## src/rtl/al422_bam_row_scheduler.sv

```systemverilog
// Bit-major BAM row scheduler: issues AL422 row loads to the first stage
// and overlaps each load with the display time of the previous row.
module al422_bam_row_scheduler #(
    parameter int ROW_COUNT    = 16,
    parameter int BIT_COUNT    = 8,
    parameter int OE_UNIT      = 2,
    parameter int BLANK_CYCLES = 2
) (
    input  logic                         in_clk,
    input  logic                         in_nrst,
    input  logic                         enable,
    input  logic                         stage_busy,
    input  logic                         stage_ready,
    output logic                         module_start,
    output logic [2:0]                   bit_counter,
    output logic                         from_zero_address,
    output logic                         led_lat,
    output logic                         led_oe_n,
    output logic [$clog2(ROW_COUNT)-1:0] row_addr,
    output logic                         frame_done
);

    localparam int RW = $clog2(ROW_COUNT);
    localparam int OW = $clog2(OE_UNIT << (BIT_COUNT - 1)) + 1;
    localparam int BW = $clog2(BLANK_CYCLES) + 1;

    typedef enum logic [2:0] {
        IDLE,
        ISSUE,
        WAIT_ACCEPT,
        WAIT_READY,
        WAIT_DISPLAY,
        BLANK,
        LATCH
    } state_t;

    state_t state_q, state_d;

    logic [2:0]    plane_q, plane_d;
    logic [RW-1:0] row_q, row_d;
    logic [OW-1:0] oe_cnt_q;
    logic [OW-1:0] oe_load;
    logic [BW-1:0] blk_cnt_q;
    logic          oe_idle;
    logic          last_load;
    logic          enter_issue;

    assign oe_idle     = (oe_cnt_q == '0);
    assign led_oe_n    = oe_idle;
    assign oe_load     = OW'(OE_UNIT) << plane_q;
    assign last_load   = (plane_q == 3'(BIT_COUNT - 1)) &&
                         (row_q == RW'(ROW_COUNT - 1));
    assign enter_issue = (state_d == ISSUE) && (state_q != ISSUE);

    always_ff @(posedge in_clk or negedge in_nrst) begin
        if (!in_nrst) begin
            state_q <= IDLE;
        end else begin
            state_q <= state_d;
        end
    end

    always_comb begin
        state_d = state_q;
        plane_d = plane_q;
        row_d   = row_q;
        led_lat = 1'b0;
        unique case (state_q)
            IDLE: begin
                if (enable) begin
                    state_d = ISSUE;
                    plane_d = '0;
                    row_d   = '0;
                end
            end
            ISSUE: state_d = WAIT_ACCEPT;
            WAIT_ACCEPT: begin
                if (stage_busy) state_d = WAIT_READY;
            end
            WAIT_READY: begin
                if (stage_ready && !stage_busy) state_d = WAIT_DISPLAY;
            end
            // a finished load waits here while the previous row is still lit
            WAIT_DISPLAY: begin
                if (oe_idle) state_d = BLANK;
            end
            BLANK: begin
                if (blk_cnt_q == '0) state_d = LATCH;
            end
            LATCH: begin
                led_lat = 1'b1;
                state_d = enable ? ISSUE : IDLE;
                if (row_q == RW'(ROW_COUNT - 1)) begin
                    row_d   = '0;
                    plane_d = (plane_q == 3'(BIT_COUNT - 1)) ?
                              3'd0 : plane_q + 3'd1;
                end else begin
                    row_d = row_q + RW'(1);
                end
            end
            default: state_d = IDLE;
        endcase
    end

    always_ff @(posedge in_clk or negedge in_nrst) begin
        if (!in_nrst) begin
            plane_q           <= '0;
            row_q             <= '0;
            oe_cnt_q          <= '0;
            blk_cnt_q         <= '0;
            module_start      <= 1'b0;
            bit_counter       <= '0;
            from_zero_address <= 1'b0;
            row_addr          <= '0;
            frame_done        <= 1'b0;
        end else begin
            plane_q      <= plane_d;
            row_q        <= row_d;
            module_start <= (state_q == ISSUE);
            frame_done   <= (state_q == LATCH) && last_load;
            // load selectors settle during ISSUE, ahead of the start pulse
            if (enter_issue) begin
                bit_counter       <= plane_d;
                from_zero_address <= (row_d == '0);
            end
            if (state_q == LATCH) begin
                oe_cnt_q <= oe_load;
            end else if (!oe_idle) begin
                oe_cnt_q <= oe_cnt_q - OW'(1);
            end
            if ((state_q == WAIT_DISPLAY) && oe_idle) begin
                blk_cnt_q <= BW'(BLANK_CYCLES - 1);
                row_addr  <= row_q;
            end else if ((state_q == BLANK) && (blk_cnt_q != '0)) begin
                blk_cnt_q <= blk_cnt_q - BW'(1);
            end
        end
    end

endmodule

```

## config.mk

```make
export PLATFORM = sky130hd
export DESIGN_NAME = al422_bam_row_scheduler
export DESIGN_NICKNAME = d
export VERILOG_FILES = /design/src/rtl/al422_bam_row_scheduler.sv
export SDC_FILE = /design/constraint.sdc
export NUM_CORES = 1
export LEC_CHECK = 0
export BUFFER_PORTS_ARGS = -buffer_cell sky130_fd_sc_hd__buf_2
export CORE_MARGIN = 1.5
export CORE_UTILIZATION = 52
export DETAILED_ROUTE_END_ITERATION = 6
export PLACE_DENSITY_LB_ADDON = 0.1
export SLEW_MARGIN = 20
export SYNTH_ARGS = -nofsm -noshare
export SYNTH_HDL_FRONTEND = slang
export SYNTH_SLANG_ARGS = --single-unit
```

## constraint.sdc

```tcl
create_clock -name in_clk -period 1.9 [get_ports in_clk]
set_clock_uncertainty 0.05 [all_clocks]
set_input_delay 0.095 -clock in_clk [delete_from_list [all_inputs] [get_ports in_clk]]
set_output_delay 0.095 -clock in_clk [all_outputs]
set_load 0.01 [all_outputs]
```

# [Word level (Yosys, flattened, before mapping)]
# Index checks and enable logic that the tools add are counted.
[word_totals] ff_bits=31 in_bits=5 output_inout_bits=12 elab_cells=58
[classes] n_addsub=4 eq_ne=11 shift=1 n_mux=19 reduce_logical=13
[op_table] op="two-way mux 3 bit" count=8
[op_table] op="case mux 3 bit (7 select lines)" count=1
[op_table] op="two-way mux 9 bit" count=2
[op_table] op="equality test 3 bit (second input constant)" count=4
[op_table] op="zero test 9 bit" count=1
[op_table] op="left shift 2 x 3 -> 9 bit (first input constant)" count=1
[op_table] op="subtractor 9 x 1 -> 9 bit (second input constant)" count=1
[op_table] op="two-way mux 4 bit" count=2
[op_table] op="case mux 4 bit (2 select lines)" count=1
[op_table] op="equality test 3 x 1 -> 1 bit (second input constant)" count=2
[op_table] op="equality test 3 x 2 -> 1 bit (second input constant)" count=2
[op_table] op="logical AND 1 bit" count=6
[op_table] op="case mux 3 bit (2 select lines)" count=1
[op_table] op="adder 4 x 1 -> 4 bit (second input constant)" count=1
[op_table] op="equality test 4 bit (second input constant)" count=1
[op_table] op="zero test 4 bit" count=1
[op_table] op="two-way mux 2 bit" count=2
[op_table] op="nonzero test 2 bit" count=2
[op_table] op="adder 3 x 1 -> 3 bit (second input constant)" count=1
[op_table] op="zero test 3 bit" count=1
[op_table] op="!= test 3 x 1 -> 1 bit (second input constant)" count=1
[op_table] op="zero test 2 bit" count=1
[op_table] op="two-way mux 1 bit" count=2
[op_table] op="!= test 2 x 1 -> 1 bit (second input constant)" count=1
[op_table] op="other kinds (2)" count=2

# [Depth between registers and ports, before layout]
[logic_depth] word_depth=6 depth_mapped=8 ltp_nobuf=8

# [Least setup slack after synthesis]
# No wires, ideal clock.
[synth_timing] path_kind="register to register" startpoint="register oe_cnt_q[0]" endpoint="register row_addr[0]" setup_time_ps=125 arrival_time_ps=1696 required_ps=1725 path_slack_ps=29 path_stages_with_launch=8 path_buffers=1 period_less_slack_ps=1871 path_cell_list="dfrtp_1 -> inv_1 -> ha_1 -> nor2b_1 -> nand3_2 -> or3_1 -> buf_6 -> mux2_4"
[synth_via] elab_chain_len=2
[synth_rtl] item="from (decl)" line="41" rtl="logic [OW-1:0] oe_cnt_q;"
[synth_rtl] item="from (signal assigned)" line="127" rtl="oe_cnt_q <= oe_load;"
[synth_rtl] item="from (signal assigned)" line="129" rtl="oe_cnt_q <= oe_cnt_q - OW'(1);"
[synth_rtl] item="zero test 9 bit" line="48" rtl="assign oe_idle = (oe_cnt_q == '0);"
[synth_rtl] item="logical AND 1 bit" line="131" rtl="if ((state_q == WAIT_DISPLAY) && oe_idle) begin"
[synth_rtl] item="to (signal assigned)" line="133" rtl="row_addr <= row_q;"
[synth_rtl] item="to (decl)" line="19" rtl="output logic [$clog2(ROW_COUNT)-1:0] row_addr,"
# Every way passes these cells.
# A chain may end at the register's enable or synchronous reset.

# [Worst setup path after layout]
[layout_timing] startpoint="register oe_cnt_q[1]" endpoint="register row_addr[2]"
# The elaborated chain is that of the path after synthesis.

==> run metrics <==
nature of the critical path endpoint flop; initial antenna violation count 0; average footprint of a synthesized cell 9.892 sq um; Synth Area in Compound Gates 12.95%; status complete, no violations; clk_lat worst skew 0.33 ns; simple-gate portion of the synthesized area 19.94%; worst-margin pin slew 0.6785 ns; f_max 0.5435 GHz; layout cells sized above 1 29.33%; Max-Cap Viols 0; setup tns final 0 ns; adder-cell share of the synthesized area 7.440%; total power 2.306 mW; Hold Crit Start stage_busy; hpwl dp 2.467 mm; DIE AREA 3584 sq um; Synth Area in XOR/XNOR 1.562%; WL per Instance 13.54 um; crit path max fanout 5; Area contributors post-synth dfrtp_1 46%, ha_1 7.4%, a21oi_1 3.9%; EDFF count, synth 0; Yosys reg bits 31; Overall Global Routing Usage 20.90%; Slew Viols, Final 0; post-route cell area 2008 sq um; Overflow after GRT 0; count leader, synth dfrtp_1; post-synthesis mux area share 7.366%; Post-Synthesis Cells 170; Finish-stage setup viols 0; CP Data Arrival Time 2.00 ns; hold path depth 3; CTS Root Cell clkbuf_4; Area Overhead vs Synth 19.42%; Critical Path RT 2.06 ns; placed cell count 240; chip width 59.87 um; fin util 65.78%; Final WS setup 0.05992 ns; Die Y 59.87 um; ys async rst share 100.0%; vias in the first global route 1230; Peak VDD IR 0.5273 mV; Worst Hold Class in -> reg; pwr dens 1148 nW/um^2; Synth Flop Type dfrtp_1; CTS tree done; pre-CTS setup slack -0.03707 ns; Lkg Pwr 0.9837 nW; Iter 0 DRT Violations 60; Via density 5.250; minimum clock period 1.840 ns; row count 20; number of buffers created by CTS 5; fraction of the yosys area taken by sequential cells 46.13%; Sink Count 31; Synth area leader dfrtp_1; fillers 270; syn_nets 185; share of the synthesized area in the top cell type 46.13%; core area 3053 sq um; largest net degree at the start of global routing 32; DR vias 1323; DRC Markers 0; largest family of logic cells by synthesized area simple AND/OR/NAND/NOR gates; Port-buffer cells 16; Placer Congestion 0.8224; initial core utilization 55.08%; Hold Fails Final Rpt 0; final worst-path cycle share 96.85%; DRT Pass-1 Iters 4; Final ANT Viol Nets 0; Crit Reg-Reg Endpoint row_addr[2]; Hold Crit Endpoint state_q[2]; Post-Route Hold Slack 0.02256 ns; WS Path Type reg -> reg; clock slew at reported path FFs 0.10 ns; startpoint types flop; setup slack, reg-to-reg 0.06 ns; number of synthesis warnings 0; clock tree buffer depth 2; RR Startpoint oe_cnt_q[1]; Total Wirelength 3.412 mm; Mapped Area 1682 sq um; Final nets 222; first-pass GRT wire length 5.451 mm; Top Ports 17; synth cell count leaders 31 x dfrtp_1, 16 x nor2_1, 13 x a21oi_1, 13 x nand2_1, 12 x o21ai_0; final non-filler cell total 252; worst r2r path cells 6; H-tree Lvls 2; Post-Place Cell Area 1908 sq um; Netlist cell types 41; max_slew headroom 54.77%; # diodes 0
layout by cell type, fill, tap and decap left out, types with 2 or more instances in the layout:
master / instances
dfrtp_1: 30
buf_4: 20
nor2_1: 16
buf_2: 16
a21oi_1: 13
nand2_1: 13
o21ai_0: 11
ha_1: 10
inv_1: 9
nand3_1: 7
clkbuf_4: 5
mux2_4: 4
nand2b_1: 3
nand3b_1: 3
a31oi_1: 3
mux2_2: 3
mux2i_1: 3
nor3_1: 3
xnor2_1: 3
a311oi_1: 2
and2_1: 2
o31ai_1: 2
o21ai_1: 2
nand4_1: 2
clkbuf_1: 2
registers in the layout (all words and copies together), names as in the netlist:
| name | cells |
|---|---|
| bit_counter | 3 |
| blk_cnt_q | 2 |
| frame_done | 1 |
| from_zero_address | 1 |
| module_start | 1 |
| oe_cnt_q | 9 |
| plane_q | 3 |
| row_addr | 4 |
| row_q | 4 |
| state_q | 3 |
critical path: stages, from the launching register on:
cell     delay, ns
dfrtp_1       0.39
inv_1         0.08
ha_1          0.18
nor2b_4       0.17
nand3_2       0.09
or3_4         0.44
mux2_4        0.32
area by class of cell:
class,count,area [sq um],share of cell area (%)
Inverter,11,45.04,2.243
Timing Repair Buffer,37,240.2,11.96
Clock buffer,7,45.04,2.243
Sequential cell,31,777.0,38.69
Tap cell,44,55.05,2.741
Multi-Input combinational cell,121,840.8,41.87
Clock inverter,1,5.005,0.2492
worst max-delay path by stage:
stage           startpoint          end  cells past startpoint
3_3_place_gp   oe_cnt_q[1]  row_addr[3]                      6
2_1_floorplan  oe_cnt_q[0]  row_addr[0]                      7
4_1_cts        oe_cnt_q[0]     led_oe_n                      7
3_5_place_dp   oe_cnt_q[1]  row_addr[1]                      6
5_1_grt        oe_cnt_q[1]     led_oe_n                      7
6_report       oe_cnt_q[1]  row_addr[2]                      6
cells by family after synthesis:
family                     after synthesis
xor gates and xnor gates                 3
DFF                                     31
and+or+nand+nor                         61
muxes                                   10
buffers and inverters                   18
AOI/OAI and AO/OA                       37
adders and majority gates               10
power by group:
part           leakage [nW]  switching (mW)  internal, mW
sequential            0.407           0.164         0.827
clock                0.0293           0.221         0.144
combinational         0.547           0.482         0.467
total                 0.984           0.868          1.44
routing by layer:
layer / part of all wire, % / global-route usage, %
met2: 49 / 34.32
met4: 0.59 / 6.667
met3: 4.6 / 6.277
met1: 46 / 26.31
met5: 0 / 0
what timing repair did:
item | in CTS | in global routing
hold endpoints to repair | 31 | 0
hold buffers | 1 | 0
buffers inserted | 0 | 3
gates resized for setup | 2 | 5
gates cloned | 0 | 0
setup endpoints to repair | 5 | 6
pin swaps | 0 | 0
Power figures use the tool's default switching activity.
